--- src/rtl/reset_release_sequencer_pkg.sv ---
// rtl/reset_release_sequencer_pkg.sv - state encodings and sizing helper for the reset release sequencer
package reset_release_sequencer_pkg;

  typedef enum logic [2:0] {
    ST_SYNC    = 3'd0,
    ST_HOLD    = 3'd1,
    ST_RELEASE = 3'd2,
    ST_RUN     = 3'd3,
    ST_SWHOLD  = 3'd4
  } seq_state_t;

  // One counter serves both the hold and the stagger phases.
  function automatic int cnt_width(input int hold, input int stagger);
    int m;
    m = (hold > stagger) ? hold : stagger;
    return (m < 1) ? 1 : $clog2(m + 1);
  endfunction

endpackage

--- src/rtl/reset_release_sequencer_sync_chain.sv ---
// rtl/reset_release_sequencer_sync_chain.sv - async-assert, sync-release reset synchronizer
module reset_release_sequencer_sync_chain #(
  parameter int STAGES = 3
) (
  input  logic clk,
  input  logic rst_n,
  output logic sync_out
);

  logic [STAGES-1:0] q;

  always_ff @(posedge clk or negedge rst_n) begin
    if (!rst_n) begin
      q <= '0;
    end else begin
      q <= {q[STAGES-2:0], 1'b1};
    end
  end

  assign sync_out = q[STAGES-1];

endmodule

--- src/rtl/reset_release_sequencer.sv ---
// rtl/reset_release_sequencer.sv - staggered reset lane release with software re-reset handshake
module reset_release_sequencer
  import reset_release_sequencer_pkg::*;
#(
  parameter int SYNC_STAGES = 3,
  parameter int N_OUT       = 4,
  parameter int HOLD_CYCLES = 16,
  parameter int STAGGER     = 4
) (
  input  logic             clk,
  input  logic             rst_n,
  input  logic             sw_req,
  output logic             sw_ack,
  output logic [N_OUT-1:0] rst_out,
  output logic             ready
);

  localparam int CW = cnt_width(HOLD_CYCLES, STAGGER);
  // The SYNC->HOLD step is taken one edge after the chain rises, so the power-on hold loads one less.
  localparam logic [CW-1:0] PON_LOAD     = CW'((HOLD_CYCLES >= 2) ? HOLD_CYCLES - 2 : 0);
  localparam logic [CW-1:0] SW_LOAD      = CW'(HOLD_CYCLES - 1);
  localparam logic [CW-1:0] STAGGER_LOAD = CW'((STAGGER >= 1) ? STAGGER - 1 : 0);
  localparam logic [N_OUT-1:0] FIRST_RELEASE = (STAGGER == 0) ? '0 : ~N_OUT'(1);

  if (SYNC_STAGES < 2) begin : g_bad_sync
    $error("SYNC_STAGES must be >= 2");
  end
  if (N_OUT < 1 || N_OUT > 16) begin : g_bad_nout
    $error("N_OUT must be in 1..16");
  end
  if (HOLD_CYCLES < 1) begin : g_bad_hold
    $error("HOLD_CYCLES must be >= 1");
  end
  if (STAGGER < 0) begin : g_bad_stagger
    $error("STAGGER must be >= 0");
  end

  seq_state_t    state;
  logic [CW-1:0] cnt;
  logic          armed;
  logic          sw_seq;
  logic          sync_out;

  reset_release_sequencer_sync_chain #(.STAGES(SYNC_STAGES)) u_sync (
    .clk      (clk),
    .rst_n    (rst_n),
    .sync_out (sync_out)
  );

  // Lanes release by shifting zeros in from bit 0, so rst_out == 0 means every lane is out.
  always_ff @(posedge clk or negedge rst_n) begin
    if (!rst_n) begin
      state   <= ST_SYNC;
      cnt     <= '0;
      rst_out <= '1;
      ready   <= 1'b0;
      sw_ack  <= 1'b0;
      armed   <= 1'b0;
      sw_seq  <= 1'b0;
    end else begin
      sw_ack <= 1'b0;
      armed  <= armed | ~sw_req;
      case (state)
        ST_SYNC: begin
          if (sync_out) begin
            if (HOLD_CYCLES == 1) begin
              state   <= ST_RELEASE;
              rst_out <= FIRST_RELEASE;
              cnt     <= STAGGER_LOAD;
            end else begin
              state <= ST_HOLD;
              cnt   <= PON_LOAD;
            end
          end
        end
        ST_HOLD, ST_SWHOLD: begin
          if (cnt == '0) begin
            state   <= ST_RELEASE;
            rst_out <= FIRST_RELEASE;
            cnt     <= STAGGER_LOAD;
          end else begin
            cnt <= cnt - 1'b1;
          end
        end
        ST_RELEASE: begin
          if (rst_out == '0) begin
            state  <= ST_RUN;
            ready  <= 1'b1;
            sw_ack <= sw_seq;
            sw_seq <= 1'b0;
          end else if (cnt == '0) begin
            rst_out <= rst_out << 1;
            cnt     <= STAGGER_LOAD;
          end else begin
            cnt <= cnt - 1'b1;
          end
        end
        ST_RUN: begin
          if (sw_req && armed) begin
            state   <= ST_SWHOLD;
            rst_out <= '1;
            ready   <= 1'b0;
            armed   <= 1'b0;
            sw_seq  <= 1'b1;
            cnt     <= SW_LOAD;
          end
        end
        default: begin
          state   <= ST_SYNC;
          rst_out <= '1;
          ready   <= 1'b0;
          cnt     <= '0;
          sw_seq  <= 1'b0;
        end
      endcase
    end
  end

endmodule
--- config.mk ---
export PLATFORM = sky130hd
export DESIGN_NAME = reset_release_sequencer
export DESIGN_NICKNAME = d
export VERILOG_FILES = /design/src/rtl/reset_release_sequencer_pkg.sv /design/src/rtl/reset_release_sequencer_sync_chain.sv /design/src/rtl/reset_release_sequencer.sv
export SDC_FILE = /design/constraint.sdc
export NUM_CORES = 1
export LEC_CHECK = 0
export CORE_ASPECT_RATIO = 0.8
export CORE_MARGIN = 4
export CORE_UTILIZATION = 59
export DETAILED_ROUTE_END_ITERATION = 7
export PLACE_DENSITY = 0.91
export SYNTH_ARGS = -nofsm -noshare
export SYNTH_HDL_FRONTEND = slang
export SYNTH_SLANG_ARGS = --single-unit
--- constraint.sdc ---
create_clock -name clk -period 4.4 [get_ports clk]
set_clock_uncertainty 0.2 [all_clocks]
set_input_delay 1.32 -clock clk [delete_from_list [all_inputs] [get_ports clk]]
set_output_delay 1.32 -clock clk [all_outputs]
set_load 0.02 [all_outputs]
## After elaboration in Yosys (flattened, before gate mapping)

Index checks and enable logic that the tools add are counted.
Widths: inputs -> output; s select.

- Latch bits: 0
- Bits in writable memories: 0
- Bits in registers: 19
- Bits of input ports: 3
- Output and inout bits: 6
- Word-level logic and storage cells: 58
- Memories kept: 0
- Bits in read-only memories: 0

- Bitwise logic cells: 4
- Shifts and indexed selects: 0
- Muxes and demuxes: 25
- Order comparisons: 0
- Equal/unequal tests: 10
- Div/mod/pow operators: 0
- Reduce and logical (&&, ||, !) cells: 10
- Add/sub/neg operators: 1
- $mul: 0

Operator list:

| cell | number |
|---|---|
| $mux 5 | 4 |
| $pmux 5 s4 | 1 |
| $mux 4 | 4 |
| $pmux 4 s4 | 1 |
| $mux 3 | 4 |
| $pmux 3 s4 | 1 |
| $ne 2x2->1 const B | 5 |
| $mux 1 | 8 |
| $eq 3x2->1 const B | 2 |
| $pmux 1 s3 | 2 |
| $reduce_and 3->1 | 2 |
| $logic_not 5->1 | 1 |
| $reduce_and 5->1 | 1 |
| $sub 5x1->5 const B | 1 |
| $logic_not 4->1 | 1 |
| $reduce_and 4->1 | 1 |
| $eq 3x1->1 const B | 1 |
| $eq 3x3->1 const B | 1 |
| $logic_not 3->1 | 1 |
| $not 1->1 | 3 |
| $reduce_or 3->1 | 1 |
| $ne 2x1->1 const B | 1 |
| $reduce_or 2->1 | 1 |
| $logic_and 1x1->1 | 1 |
| $or 1x1->1 | 1 |

## Longest topological paths before layout

Gate-level depths: netlist of run 1.

- Depth in word-level cells: 4
- Depth in mapped cells: 8
- Mapped depth without buffers: 7

## Cells and area by module

A second synthesis of run 1 with hierarchy kept.

- Cell total of the unflattened synthesis: 122
- Area, all modules: 1,067.3 sq um

By module, submodules not included:

| module | seq. area each (sq um) | area each (sq um) | times used | cells each |
|---|---|---|---|---|
| reset_release_sequencer | 405.4 | 988.4 | 1 | 118 |
| reset_release_sequencer_sync_chain | 75.1 | 78.8 | 1 | 4 |

## Worst setup path after synthesis of run 1

No wires, ideal clock.

- Path type: input-to-reg
- Start point: input port sw_req
- End point: register cnt[3]
- Arrival time: 2.084 ns
- Slack: 1.997 ns
- Cell stages on the path: 5
- Cells stage by stage: nand2_1 > a31oi_1 > and2_4 > o31a_1 > and3_1

- Word-level cells in the longest chain between the ends: 3

RTL lines:

| element | RTL line | text |
|---|---|---|
| from (decl) | reset_release_sequencer.sv:12 | `input logic sw_req,` |
| $logic_and 1x1->1 | reset_release_sequencer.sv:99 | `if (sw_req && armed) begin` |
| $ne 2x2->1 (no line) | - |  |
| $reduce_and 3->1 (no line) | - |  |
| to (signal assigned) | reset_release_sequencer.sv:82 | `cnt <= cnt - 1'b1;` |
| to (signal assigned) | reset_release_sequencer.sv:95 | `cnt <= cnt - 1'b1;` |
| to (decl) | reset_release_sequencer.sv:39 | `logic [CW-1:0] cnt;` |

Every way passes these cells.
A chain may end at the register's enable or synchronous reset.

## Final worst setup path of run 1

- Start point: register rst_out[0]
- End point: output port rst_out[0]

RTL lines:

| element | RTL line | text |
|---|---|---|
| from (decl) | reset_release_sequencer.sv:14 | `output logic [N_OUT-1:0] rst_out,` |
| from (signal assigned) | reset_release_sequencer.sv:92 | `rst_out <= rst_out << 1;` |

No word-level cell between the ends.

==> results of run 1 <==
power breakdown:
group / internal [W] / total (W) / switching [W]
clock: 0.0000354 / 0.0000869 / 0.0000515
sequential: 0.000215 / 0.000285 / 0.0000706
combinational: 0.000123 / 0.000253 / 0.000130
cell usage in the layout, fill, tap and decap left out, types with 2 or more instances in the layout:
| cell | n |
|---|---|
| dfstp_2 | 4 |
| inv_1 | 7 |
| clkbuf_4 | 3 |
| o21ai_0 | 7 |
| nor3_1 | 2 |
| o31ai_1 | 2 |
| mux2i_1 | 3 |
| a31oi_1 | 4 |
| nor2_1 | 10 |
| a22oi_1 | 2 |
| clkdlybuf4s50_1 | 8 |
| nand2_1 | 9 |
| or2_1 | 2 |
| nor4_1 | 2 |
| nand2b_1 | 2 |
| o21bai_1 | 2 |
| o31a_1 | 3 |
| dfrtp_1 | 15 |
| a21oi_1 | 9 |
| nand3_1 | 2 |
| o22ai_1 | 4 |
state kept, by name (all words and copies together), names as in the netlist:
name      count
ready         1
rst_out       4
cnt           5
state         3
u_sync.q      3
armed         1
sw_seq        1
sw_ack        1
layout make-up:
cell class	count	area (µm²)	share of cell area, %
Timing Repair Buffer	8	80.1	6.99
Tap cell	22	27.5	2.40
Clock buffer	4	26.3	2.29
Multi-Input combinational cell	83	505	44.1
Sequential cell	19	480	41.9
Inverter	7	26.3	2.29
through the flow:
stage / instances / power [W]
2_1_floorplan: 117 / 0.000477
3_3_place_gp: 139 / 0.000522
3_5_place_dp: 139 / 0.000536
4_1_cts: 143 / 0.000627
5_1_grt: 143 / 0.000681
6_report: 143 / 0.000625
routing by layer:
| layer | up-vias | routed length, µm | GRT usage (%) |
|---|---|---|---|
| li1 | 433 | - | - |
| met1 | 422 | 1010 | 29.1 |
| met2 | 29 | 955 | 31.6 |
| met3 | 4 | 110 | 6.23 |
| met4 | 0 | 39 | 10.2 |
| met5 | - | 0 | 0 |
worst paths after layout:
check,endpoint,depth (start not counted),from
setup / recovery,rst_out[0],1,rst_out[0]
hold / removal,u_sync.q[1],0,u_sync.q[0]
setup reg to reg,rst_out[2],6,cnt[0]
hold reg to reg,u_sync.q[1],0,u_sync.q[0]
max in group asynchronous,u_sync.q[2],1,rst_n
min in group asynchronous,state[1],1,rst_n
kinds of logic after synthesis:
kind of cell,after synthesis
AO/OA/AOI/OAI,39
AND/OR/NAND/NOR,37
flip-flops,19
buffers and inverters,15
multiplexers,3
adder cells (fa/ha/maj),2
other,1
XOR/XNOR,1
==> results.yml, run 1 <==
detailed_routing:
  routed_wl_mm: 2.11
  vias: 888
  wl_per_cell_um: 14.8
  drtPass1Iterations: 4
  ant_nets: 0
  drc_errors: 0
  vias_per_cell: 6.21
  drt_iter0_drc: 24
timing:
  rsz0062_at_grt: "false"
  final_hold_viol_count: 0
  tns_ns: 0
  fmax_mhz: 332
  fin_ws_ns: 1.39
  finalSetupViolCount: 0
  holdWs_ns: 0.159
  fin_crit_sh_pct: 68.5
  final_max_slew_viol_count: 0
  min_period_ns: 3.01
  worst_pin_slew_ns: 0.952
  maxSlewHeadroom_pct: 35.7
critical_path:
  crit_chain: "clkdlybuf4s50_1"
  start_kind: "flip-flop"
  cp_max_fo: 5
  path_buf_inv: 1
  cp_top_family: "buffers and inverters"
  path_class: "reg2out"
  slowest_stage: "clkdlybuf4s50_1"
  cp.arrival_ns: 1.49
  rrSetupSlack_ns: 1.90
  cp.required_ns: 2.88
  end_kind: "primary output"
  critPathMaxStageDelay_ns: 0.62
yosys:
  synth_most_common_cell: "dfrtp_1"
  synth_edf_count: 0
  synthTopCellsByArea: "dfrtp_1 (36%), dfstp_2 (10%), a21oi_1 (4.3%)"
  synth_top_area_share_pct: 36.0
  synthAdderAreaFrac_pct: 2.16
  syn-cell-area_mm2: 0.00104
  synth_xor_area_share_pct: 0.839
  syn-mean-instance-area_um2: 8.92
  netlist-cell-type-count: 40
  synth_compound_area_share_pct: 24.1
  syn_nets: 121
  synth-seq-cells: 19
  synthTopCellsByCount: "dfrtp_1 (15), nor2_1 (10), a21oi_1 (9), nand2_1 (9)"
  synthMuxAreaShare_pct: 2.88
  synth_area_leader_cell: "dfrtp_1"
  synth_ff_type: "dfrtp_1"
  synth-async-reset-ratio_pct: 100
  synth_cells: 117
  yosysSeqAreaShare_pct: 46.0
  ys_warn_count: 0
  synth_top_family_by_area: "compound AO/OA/AOI/OAI gates"
  synthSimpleGateAreaFrac_pct: 18.1
clocking:
  clk_pin_slew_worst_paths_ns: 0.09
  cts-root-buf: "clkbuf_4"
  cts_resized: 0
  cts_tree: "done"
  holdBufCountCts: 0
  cts.sinks: 19
  htreeDepth: 1
  numCtsBuffers: 3
  clock_latency_ns: 0.30
  clockBufferDepth: 2
  cts_setup_buffers: 0
power:
  vdd_ir_drop_max_v: 0.000334
  powerDensity_mw_per_mm2: 545
  p_leak_nw: 0.475
floorplan:
  ios: 9
  coreArea_mm2: 0.00164
  dieArea_mm2: 0.00251
  rows: 13
  initial_core_util_pct: 63.5
  die_w_um: 55.0
  die_h_um: 45.6
layout:
  drive_above_1_share_pct: 8.26
  final_util_pct: 69.8
  syn_to_final_growth_pct: 9.83
  fin_area_mm2: 0.00115
  diodes: 0
  final_nets: 126
  nFillCells: 136
place:
  hpwl_mm: 1.52
  place_area_mm2: 0.00112
  dp_slack_ns: 1.30
  gp_congestion: 0.846
  io_buffers: 8
status:
  status: "completed"
hold_path:
  hold_path.class: "reg2reg"
global_route:
  grt.overflow.total: 0
  grt_pass1_vias: 833
  grt_max_degree: 31
  grt_antenna_before_repair: 0
  grt_pass1_wl_mm: 3.74
  grt_use_total_pct: 21.5
run:
  cap_violations: 0
Note: power is estimated with default switching activity, not from simulation.
==> inputs of run 2 (changes only) <==
CORE_UTILIZATION = 55   (was 59)
PLACE_DENSITY = 0.86   (was 0.91)
clock period = 3.01 ns   (was 4.4 ns; I/O delays follow)
==> results.yml, run 2 (synthesis gave the netlist of run 1 again) <==
hold_path:
  hold_path.class: "reg2reg"
  hold-path-endpoint: "u_sync.q[1]"
  whs_path_depth: 0
  hold_path.startpoint: "u_sync.q[0]"
layout:
  final_common_cell: "dfrtp_1"
  instances_no_fill: 145
  drive_above_1_share_pct: 9.76
  final_nets: 128
  multiInputGateArea_um2: 505
  fin_area_mm2: 0.00116
  final-seq-area_um2: 480
  syn_to_final_growth_pct: 11.3
  largest_register_ffs: 5
  final_cell_mix: "dfrtp_1 (15), nor2_1 (10), nand2_1 (9), a21oi_1 (9), clkdlybuf4s50_1 (8)"
  reg_top3: "cnt (5), rst_out (4)"
  largest_register: "cnt"
  diodes: 0
  nFillCells: 141
timing:
  min_period_ns: 2.59
  tns_ns: 0
  maxSlewHeadroom_pct: 41.1
  worst_pin_slew_ns: 0.883
  finalSetupViolCount: 0
  fin_crit_sh_pct: 86.2
  rsz0062_at_grt: "false"
  fmax_mhz: 385
  final_max_slew_viol_count: 0
  final_hold_viol_count: 0
clocking:
  clk_pin_slew_worst_paths_ns: 0.10
  cts.sinks: 19
  cts_resized: 0
  clockBufferDepth: 2
  htreeDepth: 1
  holdBufCountCts: 0
  clock_latency_ns: 0.30
  cts_setup_buffers: 0
  cts-root-buf: "clkbuf_4"
  numCtsBuffers: 3
  cts_tree: "done"
power:
  vdd_ir_drop_max_v: 0.000581
  powerDensity_mw_per_mm2: 797
  p_leak_nw: 0.485
critical_path:
  cp.required_ns: 1.91
  path_buf_inv: 1
  critPathMaxStageDelay_ns: 0.61
  ff2ff_path_depth: 7
  end_kind: "primary output"
  slowest_stage: "clkdlybuf4s50_1"
  cp.arrival_ns: 1.49
  path_class: "reg2out"
  rr_endpoint: "cnt[3]"
  rrSetupSlack_ns: 0.63
  cp_top_family: "buffers and inverters"
  r2r-start: "cnt[0]"
  start_kind: "flip-flop"
  crit_chain: "clkdlybuf4s50_1"
  cp_max_fo: 5
floorplan:
  die_w_um: 56.7
  rows: 13
  coreArea_mm2: 0.00171
  initial_core_util_pct: 61.1
  die_h_um: 47.0
  dieArea_mm2: 0.00266
  ios: 9
global_route:
  grt_use_total_pct: 20.3
  grt_max_degree: 31
  grt.overflow.total: 0
  grt_antenna_before_repair: 0
  grt_pass1_vias: 842
  grt_pass1_wl_mm: 3.86
detailed_routing:
  routed_wl_mm: 2.36
  vias_per_cell: 6.17
  wl_per_cell_um: 16.3
  drtPass1Iterations: 4
  drt_iter0_drc: 41
  drc_errors: 0
  vias: 894
  ant_nets: 0
place:
  io_buffers: 8
  hpwl_mm: 1.67
  placedCellCount: 141
  place_area_mm2: 0.00113
  gp_congestion: 0.858
run:
  cap_violations: 0
status:
  status: "completed"
## run 2: layout make-up
class,instances,area share [%]
multi-input combinational,83,43.5
sequential,19,41.4
tap,22,2.37
inverter,7,2.26
timing repair buffer,10,8.19
clock buffer,4,2.26
## run 2: worst max-delay path by stage
stage,from,endpoint,slack (ns),depth (start not counted)
2_1_floorplan,cnt[0],rst_out[1],0.86,7
3_3_place_gp,sw_req,cnt[2],0.42,6
3_5_place_dp,sw_req,cnt[2],0.30,6
4_1_cts,rst_out[0],rst_out[0],0.40,1
5_1_grt,rst_out[0],rst_out[0],0.36,1
6_report,rst_out[0],rst_out[0],0.42,1
## run 2: layer usage
layer | track usage, % | routed length, µm
met3 | 5.49 | 150
met4 | 14.2 | 67
met5 | 0 | 0
met2 | 32.9 | 1090
met1 | 24.2 | 1060
## run 2: power breakdown
part / total [W] / internal [W] / switching [W]
registers: 0.000420 / 0.000314 / 0.000106
logic: 0.000377 / 0.000184 / 0.000193
clock network: 0.000129 / 0.0000518 / 0.0000772
total: 0.000926 / 0.000550 / 0.000376
## run 2: stage by stage
step                      util (%)  setup WS, ns  power (W)  hold WS, ns
after floorplan                  -         0.863   0.000697        0.131
after global placement        66.4         0.416   0.000768        0.134
after detailed placement      66.4         0.301   0.000795        0.144
after CTS                     68.0         0.397   0.000928        0.167
after global routing          68.0         0.360   0.000999        0.171
final                         68.0         0.416   0.000926        0.164
